File: config.mk
export PLATFORM = sky130hd
export DESIGN_NAME = inference_sequencer
export DESIGN_NICKNAME = d
export VERILOG_FILES = /design/src/rtl/inference_sequencer.sv
export SDC_FILE = /design/constraint.sdc
export NUM_CORES = 1
export LEC_CHECK = 0
export BUFFER_PORTS_ARGS = -buffer_cell sky130_fd_sc_hd__buf_4
export CAP_MARGIN = 20
export CELL_PAD_IN_SITES_DETAIL_PLACEMENT = 1
export CELL_PAD_IN_SITES_GLOBAL_PLACEMENT = 1
export CORE_ASPECT_RATIO = 0.5
export CORE_MARGIN = 1
export CORE_UTILIZATION = 34
export DETAILED_ROUTE_END_ITERATION = 7
export PLACE_DENSITY = 0.87
export SLEW_MARGIN = 20
export SYNTH_ARGS = -nofsm -noshare
export SYNTH_HDL_FRONTEND = slang
export SYNTH_SLANG_ARGS = --single-unit
File: constraint.sdc
create_clock -name clk -period 2.2 [get_ports clk]
set_clock_uncertainty 0.2 [all_clocks]
set_input_delay 0.22 -clock clk [delete_from_list [all_inputs] [get_ports clk]]
set_output_delay 0.22 -clock clk [all_outputs]
set_load 0.005 [all_outputs]
File: src/rtl/inference_sequencer.sv
// Ping-pong scheduler between the image loader and the CNN core over a two-bank image RAM.
// Tracks which bank is filling and which is being read, starts/aborts CNN runs, latches results.
`timescale 1ns/1ps
module inference_sequencer #(
    parameter int IMG_SIZE       = 784,
    parameter int TIMEOUT_CYCLES = 2000000,
    parameter int TMO_W          = 21
) (
    input  logic        clk,
    input  logic        rst_n,
    input  logic        weights_loaded,
    input  logic        ld_wr_en,
    input  logic [9:0]  ld_wr_addr,
    input  logic [7:0]  ld_wr_data,
    input  logic        image_loaded,
    output logic        ram_wr_en,
    output logic [10:0] ram_wr_addr,
    output logic [7:0]  ram_wr_data,
    input  logic [9:0]  cnn_rd_addr,
    output logic [10:0] ram_rd_addr,
    output logic        cnn_start,
    output logic        cnn_abort,
    input  logic        cnn_done,
    input  logic [3:0]  cnn_digit,
    output logic [3:0]  result_digit,
    output logic        result_valid,
    output logic        busy,
    output logic        overrun,
    output logic        timeout_err,
    output logic [7:0]  drop_count
);

    typedef enum logic [1:0] {S_IDLE, S_WAIT, S_START, S_RUN} state_t;

    localparam logic [TMO_W-1:0] TMO_LAST = TMO_W'(TIMEOUT_CYCLES - 1);

    state_t           state, state_n;
    logic             wr_bank, wr_bank_n;
    logic             rd_bank, rd_bank_n;
    logic [1:0]       bank_full, bank_full_n;
    logic [TMO_W-1:0] tmo_cnt, tmo_cnt_n;
    logic             done_hit, tmo_hit, drop;

    assign ram_rd_addr = {rd_bank, cnn_rd_addr};

    always_comb begin
        state_n     = state;
        wr_bank_n   = wr_bank;
        rd_bank_n   = rd_bank;
        bank_full_n = bank_full;
        tmo_cnt_n   = tmo_cnt;
        done_hit    = 1'b0;
        tmo_hit     = 1'b0;
        drop        = 1'b0;
        cnn_start   = 1'b0;
        cnn_abort   = 1'b0;
        busy        = 1'b0;

        case (state)
            S_IDLE:  if (weights_loaded) state_n = S_WAIT;
            S_WAIT:  if (bank_full[rd_bank]) state_n = S_START;
            S_START: begin
                cnn_start = 1'b1;
                busy      = 1'b1;
                tmo_cnt_n = '0;
                state_n   = S_RUN;
            end
            S_RUN: begin
                busy = 1'b1;
                if (cnn_done) begin
                    done_hit = 1'b1;
                    state_n  = S_WAIT;
                end else if (tmo_cnt == TMO_LAST) begin
                    tmo_hit   = 1'b1;
                    cnn_abort = 1'b1;
                    state_n   = S_WAIT;
                end else begin
                    tmo_cnt_n = tmo_cnt + TMO_W'(1);
                end
            end
            default: state_n = S_IDLE;
        endcase

        // Free first so a bank released this cycle can take an image arriving this cycle.
        if (done_hit || tmo_hit) begin
            bank_full_n[rd_bank] = 1'b0;
            rd_bank_n            = ~rd_bank;
        end
        if (bank_full_n[wr_bank_n] && !bank_full_n[~wr_bank_n])
            wr_bank_n = ~wr_bank_n;

        if (image_loaded && state != S_IDLE) begin
            if (!bank_full_n[wr_bank_n]) begin
                bank_full_n[wr_bank_n] = 1'b1;
                if (!bank_full_n[~wr_bank_n])
                    wr_bank_n = ~wr_bank_n;
            end else begin
                drop = 1'b1;
            end
        end

        if (!weights_loaded) begin
            state_n     = S_IDLE;
            bank_full_n = '0;
            wr_bank_n   = 1'b0;
            rd_bank_n   = 1'b0;
            done_hit    = 1'b0;
            tmo_hit     = 1'b0;
            drop        = 1'b0;
            cnn_abort   = (state == S_START) || (state == S_RUN);
        end
    end

    always_ff @(posedge clk) begin
        if (!rst_n) begin
            state        <= S_IDLE;
            wr_bank      <= 1'b0;
            rd_bank      <= 1'b0;
            bank_full    <= '0;
            tmo_cnt      <= '0;
            ram_wr_en    <= 1'b0;
            ram_wr_addr  <= '0;
            ram_wr_data  <= '0;
            result_digit <= '0;
            result_valid <= 1'b0;
            overrun      <= 1'b0;
            timeout_err  <= 1'b0;
            drop_count   <= '0;
        end else begin
            state        <= state_n;
            wr_bank      <= wr_bank_n;
            rd_bank      <= rd_bank_n;
            bank_full    <= bank_full_n;
            tmo_cnt      <= tmo_cnt_n;
            ram_wr_en    <= ld_wr_en && !bank_full[wr_bank] && (state != S_IDLE);
            ram_wr_addr  <= {wr_bank, ld_wr_addr};
            ram_wr_data  <= ld_wr_data;
            result_valid <= done_hit;
            if (done_hit) result_digit <= cnn_digit;
            if (tmo_hit) timeout_err <= 1'b1;
            if (drop) begin
                overrun <= 1'b1;
                if (drop_count != 8'hFF) drop_count <= drop_count + 8'd1;
            end
        end
    end

    ld_addr_in_range: assert property (@(posedge clk) disable iff (!rst_n)
        ld_wr_en |-> (int'(ld_wr_addr) < IMG_SIZE));

endmodule

==> results of run 1 <==
==> state kept, by name (all words and copies together), names as in the netlist <==
| name | count |
|---|---|
| tmo_cnt | 21 |
| ram_wr_addr | 11 |
| drop_count | 8 |
| ram_wr_data | 8 |
| result_digit | 4 |
| bank_full | 2 |
| state | 2 |
| overrun | 1 |
| ram_wr_en | 1 |
| rd_bank | 1 |
| result_valid | 1 |
| timeout_err | 1 |
| wr_bank | 1 |
==> final cells by class <==
type	instances	area (um^2)
Tap cell	112	140.1
Timing Repair Buffer	132	1084
Clock inverter	3	17.52
Multi-Input combinational cell	225	1702
Fill cell	898	3636
Inverter	6	22.52
Clock buffer	13	270.3
Sequential cell	62	1244
==> cells in the final DEF, fill, tap and decap left out, drive strengths merged, types with 4 or more instances in the layout <==
master,count
buf,110
xnor2,4
o2111ai,5
a21oi,13
nand2b,11
dfxtp,62
ha,6
nand2,25
xor2,7
nand3,18
mux2i,12
clkbuf,13
nand4,7
and2,21
and3,5
nor2,23
dlygate4sd3,22
or3,6
nor3,4
inv,6
and4,4
o21ai,6
o211ai,5
==> worst min path at each step <==
| stage | start | endpoint |
|---|---|---|
| after floorplan | ld_wr_en | ram_wr_en$_SDFF_PN0_ |
| after global placement | ld_wr_data[1] | ram_wr_data[1]$_SDFF_PN0_ |
| after detailed placement | ld_wr_data[4] | ram_wr_data[4]$_SDFF_PN0_ |
| after CTS | cnn_digit[1] | result_digit[1]$_SDFFE_PN0P_ |
| after global routing | cnn_digit[1] | result_digit[1]$_SDFFE_PN0P_ |
| final | cnn_digit[1] | result_digit[1]$_SDFFE_PN0P_ |
==> routing by layer <==
metal,GRT usage,vias to the layer above,share of wire
met4,0.1767,0,0.044
met5,0,-,0
met1,0.2749,1566,0.40
li1,-,1365,-
met3,0.07808,63,0.071
met2,0.4895,227,0.49
==> power by group through the flow <==
stage	logic [uW]	clock network (uW)	registers, uW
finish	228	1390	1160
global route	238	1440	1160
CTS	205	1380	1160
detailed placement	168	0	1180
global placement	162	0	1180
floorplan	81.6	0	1180
==> timing repair <==
item                                    in CTS  in global routing
endpoints found under the setup margin      34                 31
pin swaps                                    8                 12
gates resized for setup                     15                 34
hold buffers                                22                  0
endpoints found under the hold margin       22                  0
setup buffers                                3                  0
==> synthesized netlist by cell type, types with 5 or more instances <==
cell / count
xor2_1: 7
and2_1: 21
buf_4: 12
o2111ai_1: 5
dfxtp_1: 62
nand3_1: 18
or3_1: 6
mux2i_1: 12
ha_1: 6
nand4_1: 7
nand2b_1: 11
a21oi_1: 13
o211ai_1: 5
inv_1: 6
nor2_1: 23
and3_1: 5
nand2_1: 25
clkbuf_1: 11
==> kinds of logic (layout without fill, tap and decap cells) <==
family	count (synthesis)	in the layout	synth area share
fa+ha+maj	6	6	0.02600
xor+xnor	11	11	0.03336
flops	62	62	0.4298
compound gates	58	58	0.1478
simple gates	137	137	0.2587
buf+inv	31	154	0.05892
mux	13	13	0.04550
==> metrics by stage <==
step	total power [uW]	setup TNS, ns
2_1_floorplan	1261	-1.210
3_3_place_gp	1339	-2.451
3_5_place_dp	1346	-4.446
4_1_cts	2742	-6.800
5_1_grt	2838	-10.12
6_report	2777	-8.762
==> critical path: stages, from the launching register on <==
cell,delay (ns)
dfxtp_2,0.32
or4_1,0.51
or4_4,0.58
buf_6,0.16
buf_6,0.11
o31a_1,0.29
xnor2_1,0.24
nor2_1,0.08
==> flow_summary.toml, run 1 <==
[status]
status = "finished, violations left"
violations = "setup timing"

[finish]
layout-drive-gt1-share = 0.3651
post-route-util = 0.5520
stdcell_count = 553
area_delta_synth_final_pct = 55.11
antenna_cells = 0
fin_area_um2 = 4479
nets = 480

[setup_path]
cp.required_ns = 2.22
worst_r2r_path_depth = 7
r2r_start = "tmo_cnt[11]$_SDFFE_PN0P_"
reg2reg_to = "tmo_cnt[4]$_SDFFE_PN0P_"
endpoint = "tmo_cnt[4]$_SDFFE_PN0P_"
ff2ff_setup_slack_ns = -0.41
startpoint = "tmo_cnt[11]$_SDFFE_PN0P_"
critical_path.max_fanout = 3
critPathArrivalTime_ns = 2.63
crit_path_end_kind = "register"
worst-setup-path-type = "reg2reg"
start_kind = "register"

[global_route]
antenna_found_initial = 0
grt_overflow = 0
grt_pass1_wl_um = 17710
grt_start_max_net_pins = 40
grt_usage = 0.2658
first_global_vias = 3327

[yosys]
syn_area_per_cell_um2 = 9.081
yosys_warnings = 0
yosysTopAreaCell = "dfxtp_1"
ys_ff_latch = 62
ys_top_cells_by_area = "dfxtp_1 (43%), and2_1 (4.5%), mux2i_1 (4.2%), nand2_1 (3.2%), nand3_1 (3.1%)"
synth_flop_cell = "dfxtp_1"
synth_cells = 318
synth_async_sr_flop_share = 0
ys_seq_area_frac = 0.4298
synth_nets = 362
synth_edf_count = 0
syn_area_um2 = 2888
yosysUniqueCellTypes = 51
yosys.area.top_type_share = 0.4298

[routing]
drt-total-wl_um = 12790
vias_per_cell = 5.825
drc = 0
vias = 3221
drtIter0Drc = 286
antenna_left = 0
drtPass1Iterations = 5
post_drt_wl_per_cell_um = 23.13

[sta]
drv_slew = 0
timing.fmax_mhz = 382.8
final-hold-violation-count = 0
setup_viol = 31
layout_setup_ws_ns = -0.4122
max-slew-margin-rel = 0.5926
max_slew.worst_pin.slew_ns = 0.6102
timing.final.crit_share = 1.187
rsz0062_at_grt = "yes"
hold_ws_ns = 0.03923
finalCriticalPeriod_ns = 2.612

[pwr]
switching_power_uw = 658.9
ir_worst_vdd_mv = 0.3872
p_leak_uw = 0.001890
power_frac_seq = 0.417
p_per_area_nw_per_um2 = 619.9
swShare = 0.2373
pwr-share-clk = 0.501
comb_power_share = 0.082
intPower_uw = 2118

[place]
pre_cts_ws_ns = -0.2886
gp_congestion = 0.8359
hpwl_um = 6156
io_buffers = 66
placed_cells = 512
placed_area_um2 = 3704

[floorplanning]
rows = 23
die-area_um2 = 8888
fp.dieW_um = 132.3
fp.dieH_um = 67.17
core_area_um2 = 8115
io_pins = 87
initial_core_util = 0.3558

[hold_path]
hold_path.class = "in2reg"
hold_depth = 3

[flow_run]
max_cap_violations = 0

[cts]
numCtsBuffers = 9
root_buffer = "clkbuf_16"
clk_pin_slew_ns = 0.06
clock-sinks = 62
tritoncts = "done"
clk_latency_ns = 0.34
cts_max_level = 3
clock_path_buffers = 2
(Power assumes the default switching activity.)
==> inputs of run 2 (changes only) <==
Settings changed: BUFFER_PORTS_ARGS -buffer_cell sky130_fd_sc_hd__buf_4 to not set, CORE_UTILIZATION 34 to 40, DONT_BUFFER_PORTS set to 1, PLACE_DENSITY 0.87 to 0.84.
==> flow_summary.toml, run 2 (synthesis gave the netlist of run 1 again) <==
[hold_path]
hold_path.class = "in2reg"

[finish]
top_register = "tmo_cnt"
fill_cells = 720
area_delta_synth_final_pct = 36.35
stdcell_count = 469
layout_commonest_cell = "dfxtp_1"
fin_area_um2 = 3938
layout-drive-gt1-share = 0.2414
nets = 416
post-route-util = 0.5764
top_regs = "tmo_cnt (21), ram_wr_addr (11)"
largest_reg_flops = 21
most-common-layout-cells = "dfxtp_1 (60), buf_4 (38), nand2_1 (25)"
antenna_cells = 0

[floorplanning]
die-area_um2 = 7584
core_area_um2 = 6832
fp.dieW_um = 122.2
initial_core_util = 0.4227
io_pins = 87
rows = 21
fp.dieH_um = 62.08

[routing]
drc = 0
drtIter0Drc = 389
antenna_left = 0
drtPass1Iterations = 5
vias = 3010
vias_per_cell = 6.418
drt-total-wl_um = 12670
post_drt_wl_per_cell_um = 27.02

[sta]
setup_viol = 31
timing.fmax_mhz = 374.1
fin_tns_setup_ns = -10.84
drv_slew = 0
max-slew-margin-rel = 0.4833
finalCriticalPeriod_ns = 2.673
max_slew.worst_pin.slew_ns = 0.7730
timing.final.crit_share = 1.215
final-hold-violation-count = 0
rsz0062_at_grt = "yes"
layout_setup_ws_ns = -0.4730

[pwr]
comb_power_share = 0.054
pwr-share-clk = 0.539
power_frac_seq = 0.406
p_per_area_nw_per_um2 = 726.8
switching_power_uw = 640.4
p_leak_uw = 0.001565
intPower_uw = 2221
ir_worst_vdd_mv = 0.3893
swShare = 0.2238

[status]
status = "finished, violations left"
violations = "setup timing"

[setup_path]
start_kind = "register"
crit_path_end_kind = "register"
worst-setup-path-type = "reg2reg"
critPathArrivalTime_ns = 2.68
cp.required_ns = 2.21
critical_path.max_fanout = 13

[global_route]
grt_overflow = 0
grt_usage = 0.3143
antenna_found_initial = 0
first_global_vias = 3041
grt_start_max_net_pins = 37
grt_pass1_wl_um = 17030

[cts]
clock-sinks = 62
numCtsBuffers = 9
clock_path_buffers = 2
cts_max_level = 3
clk_pin_slew_ns = 0.06
clk_latency_ns = 0.35
root_buffer = "clkbuf_16"
tritoncts = "done"

[place]
pre_cts_ws_ns = -0.2431
gp_congestion = 0.8336
hpwl_um = 5886
placed_area_um2 = 3151
placed_cells = 420
io_buffers = 0

[flow_run]
max_cap_violations = 0
run 2: cell types whose count changed in the layout (fill, tap and decap cells not counted), moves of 4 or more:
cell	change
a21oi_1	+4
buf_6	-7
buf_4	-62
a21oi_2	-5
run 2: worst paths after layout:
kind	startpoint	endpoint	slack, ns	depth (start not counted)
worst max-delay path	tmo_cnt[12]$_SDFFE_PN0P_	drop_count[7]$_SDFFE_PN0P_	-0.47	8
worst min-delay path	rst_n	drop_count[6]$_SDFFE_PN0P_	0.02	2
worst max register to register	tmo_cnt[12]$_SDFFE_PN0P_	drop_count[7]$_SDFFE_PN0P_	-0.47	8
worst min register to register	overrun$_SDFFE_PN0P_	overrun$_SDFFE_PN0P_	0.29	1
run 2: layout make-up:
cell class                      count  area [um^2]  area share
Clock buffer                       14        284.0     0.07213
Tap cell                           92        115.1     0.02923
Sequential cell                    62         1244      0.3159
Clock inverter                      2        37.54    0.009533
Inverter                            6        22.52    0.005720
Timing Repair Buffer               68        614.3      0.1560
Multi-Input combinational cell    225         1620      0.4115
run 2: layer usage:
metal | global-route usage | up-vias | wire length [um]
met3 | 0.1068 | 90 | 1122
met5 | 0 | - | 0
met1 | 0.3191 | 1462 | 4804
met2 | 0.5537 | 219 | 5983
met4 | 0.2666 | 0 | 763
li1 | - | 1239 | -
run 2: critical path, stage by stage (launching register included):
cell     delay, ns
dfxtp_2       0.34
or4_4         0.51
or4_4         0.59
buf_8         0.17
buf_4         0.14
nor3_4        0.19
buf_12        0.18
nor4_1        0.08
mux2i_1       0.15
run 2: per-stage QoR:
step                total power (uW)  hold WS, ns
floorplan                       1261       0.1383
global placement                1265       0.1469
detailed placement              1274       0.1499
CTS                             2811     0.003559
global route                    2930      0.01091
finish                          2862      0.01531
run 2: what timing repair did:
item | in CTS | in global routing
setup endpoints to repair | 31 | 33
resized for setup | 12 | 21
pin swaps | 14 | 10
hold endpoints to repair | 36 | 0
hold buffers | 25 | 0
buffers inserted | 3 | 5
run 2: power by group through the flow:
| stage | logic [uW] | registers, uW | clock network [uW] |
|---|---|---|---|
| after floorplan | 81.6 | 1180 | 0 |
| after global placement | 81.6 | 1180 | 0 |
| after detailed placement | 88.8 | 1180 | 0 |
| after CTS | 139 | 1160 | 1510 |
| after global routing | 164 | 1170 | 1600 |
| final | 155 | 1160 | 1540 |
==> inputs of run 3 (changes only) <==
--- a/config.mk
+++ b/config.mk
@@ -15,4 +15,5 @@
 export DONT_BUFFER_PORTS = 1
 export PLACE_DENSITY = 0.84
+export SETUP_SLACK_MARGIN = 0.1
 export SLEW_MARGIN = 20
 export SYNTH_ARGS = -nofsm -noshare
==> constraint.sdc (replaced) <==
create_clock -name clk -period 2.2 [get_ports clk]
set_clock_uncertainty 0.2 [all_clocks]
set_input_delay 0.11 -clock clk [delete_from_list [all_inputs] [get_ports clk]]
set_output_delay 0.11 -clock clk [all_outputs]
set_load 0.005 [all_outputs]
==> flow_summary.toml, run 3 (synthesis gave the netlist of run 1 again) <==
[routing]
vias = 3250
drtPass1Iterations = 5
drtIter0Drc = 457
antenna_left = 0
drt-total-wl_um = 13840
post_drt_wl_per_cell_um = 28.29
drc = 0
vias_per_cell = 6.646

[setup_path]
critical_path.max_stage_delay_ns = 0.62
path_delay_family = "simple AND/OR/NAND/NOR gates"
cp.required_ns = 2.27
critPathArrivalTime_ns = 2.81
crit_path_end_kind = "register"
critical_path.max_fanout = 5
worst-setup-path-type = "reg2reg"
path_cells = "or4_4, or4_4, buf_6, o31a_1, a31oi_1, a41o_1"
start_kind = "register"
cpMostUsedCell = "or4_4"
crit_slowest_cell = "or4_4"
path_buf_inv = 1

[cts]
clk_pin_slew_ns = 0.05
numCtsBuffers = 9
tritoncts = "done"
clock_path_buffers = 2
root_buffer = "clkbuf_16"
clk_latency_ns = 0.34
cts_max_level = 3
clock-sinks = 62

[place]
hpwl_um = 5720
io_buffers = 0
pre_cts_ws_ns = -0.2082
gp_congestion = 0.8702
placed_cells = 423

[sta]
layout_setup_ws_ns = -0.5378
rsz0062_at_grt = "yes"
final-hold-violation-count = 0
setup_viol = 31
timing.fmax_mhz = 365.3
max_slew.worst_pin.slew_ns = 0.6547
finalCriticalPeriod_ns = 2.738
drv_slew = 0
max-slew-margin-rel = 0.5631
timing.final.crit_share = 1.244

[pwr]
ir_worst_vdd_mv = 0.3983
p_per_area_nw_per_um2 = 685.3
power_uw = 2849
p_leak_uw = 0.001650

[global_route]
grt_usage = 0.3276
grt_start_max_net_pins = 39
grt_pass1_wl_um = 17880
first_global_vias = 3104
antenna_found_initial = 0
grt_overflow = 0

[floorplanning]
initial_core_util = 0.4227
rows = 21
fp.dieH_um = 62.08
io_pins = 87
die-area_um2 = 7584
fp.dieW_um = 122.2
core_area_um2 = 6832

[finish]
top_regs = "tmo_cnt (21), ram_wr_addr (11)"
top_register = "tmo_cnt"
layout_commonest_cell = "dfxtp_1"
area_delta_synth_final_pct = 43.93
stdcell_count = 489
largest_reg_flops = 21
antenna_cells = 0
most-common-layout-cells = "dfxtp_1 (59), dlygate4sd3_1 (41), buf_4 (38)"
nets = 436
fill_cells = 727
layout-drive-gt1-share = 0.2519

[flow_run]
max_cap_violations = 0

[hold_path]
hold_path.class = "in2out"

[status]
status = "finished, violations left"
violations = "setup timing"
[run 3: changes by cell type in the layout (fill, tap and decap cells not counted), moves of 3 or more]
cell,previous run,this run
buf_6,3,7
a21oi_2,1,4
o311ai_2,3,0
o2111ai_2,1,4
dlygate4sd3_1,24,41
clkbuf_8,4,1
o2111ai_1,4,1
o311ai_1,0,3
[run 3: worst register-to-register path, stage by stage (launching register included)]
cell	delay, ns
dfxtp_2	0.33
or4_4	0.53
or4_4	0.62
buf_6	0.18
o31a_1	0.33
a31oi_1	0.30
a41o_1	0.17
[run 3: what timing repair did]
action / CTS / global route
pin swaps: 1 / 21
hold buffers: 42 / 0
buffers inserted: 3 / 5
endpoints found under the setup margin: 37 / 38
endpoints found under the hold margin: 42 / 0
gates resized for setup: 7 / 33
gates cloned: 0 / 0
[run 3: path summary, 6_finish.rpt]
check | from | endpoint | slack (ns) | depth (start not counted)
max reg2reg | tmo_cnt[11]$_SDFFE_PN0P_ | tmo_cnt[6]$_SDFFE_PN0P_ | -0.54 | 6
max | tmo_cnt[11]$_SDFFE_PN0P_ | tmo_cnt[6]$_SDFFE_PN0P_ | -0.54 | 6
min | cnn_rd_addr[3] | ram_rd_addr[3] | 0.02 | 0
min reg2reg | overrun$_SDFFE_PN0P_ | overrun$_SDFFE_PN0P_ | 0.31 | 1
[run 3: routing by layer]
metal | GRT usage | up-vias | routed length [um]
met1 | 0.3627 | 1568 | 5195
met2 | 0.5698 | 294 | 6557
li1 | - | 1285 | -
met3 | 0.09672 | 103 | 1246
met5 | 0 | - | 0
met4 | 0.2265 | 0 | 837
[run 3: stage by stage]
| step | cell area (um^2) | hold WS (ns) | setup TNS [ns] | util |
|---|---|---|---|---|
| floorplan | 2919 | 0.02831 | -1.100 | - |
| global placement | 3178 | 0.02006 | -1.726 | 0.4652 |
| detailed placement | 3178 | 0.02006 | -3.146 | 0.4652 |
| CTS | 3964 | 0.006605 | -6.359 | 0.5802 |
| global route | 4156 | 0.02001 | -10.85 | 0.6084 |
| finish | 4156 | 0.02000 | -10.40 | 0.6084 |
[run 3: cell type report]
type / count / area [um^2] / area share
multi-input cells: 225 / 1650 / 0.3970
flip-flops and latches: 62 / 1245 / 0.2995
repair buffers: 88 / 814.5 / 0.1960
clock buffers: 10 / 239.0 / 0.05750
well taps: 92 / 115.1 / 0.02769
clock inverters: 6 / 70.07 / 0.01686
inverters: 6 / 22.52 / 0.005418
[run 3: power breakdown]
group	leakage [uW]	switching [uW]	internal, uW	total, uW
Sequential	0.000506	19.1	1150	1160
Combinational	0.00100	99.3	95.7	195
Clock	0.000141	575	913	1490
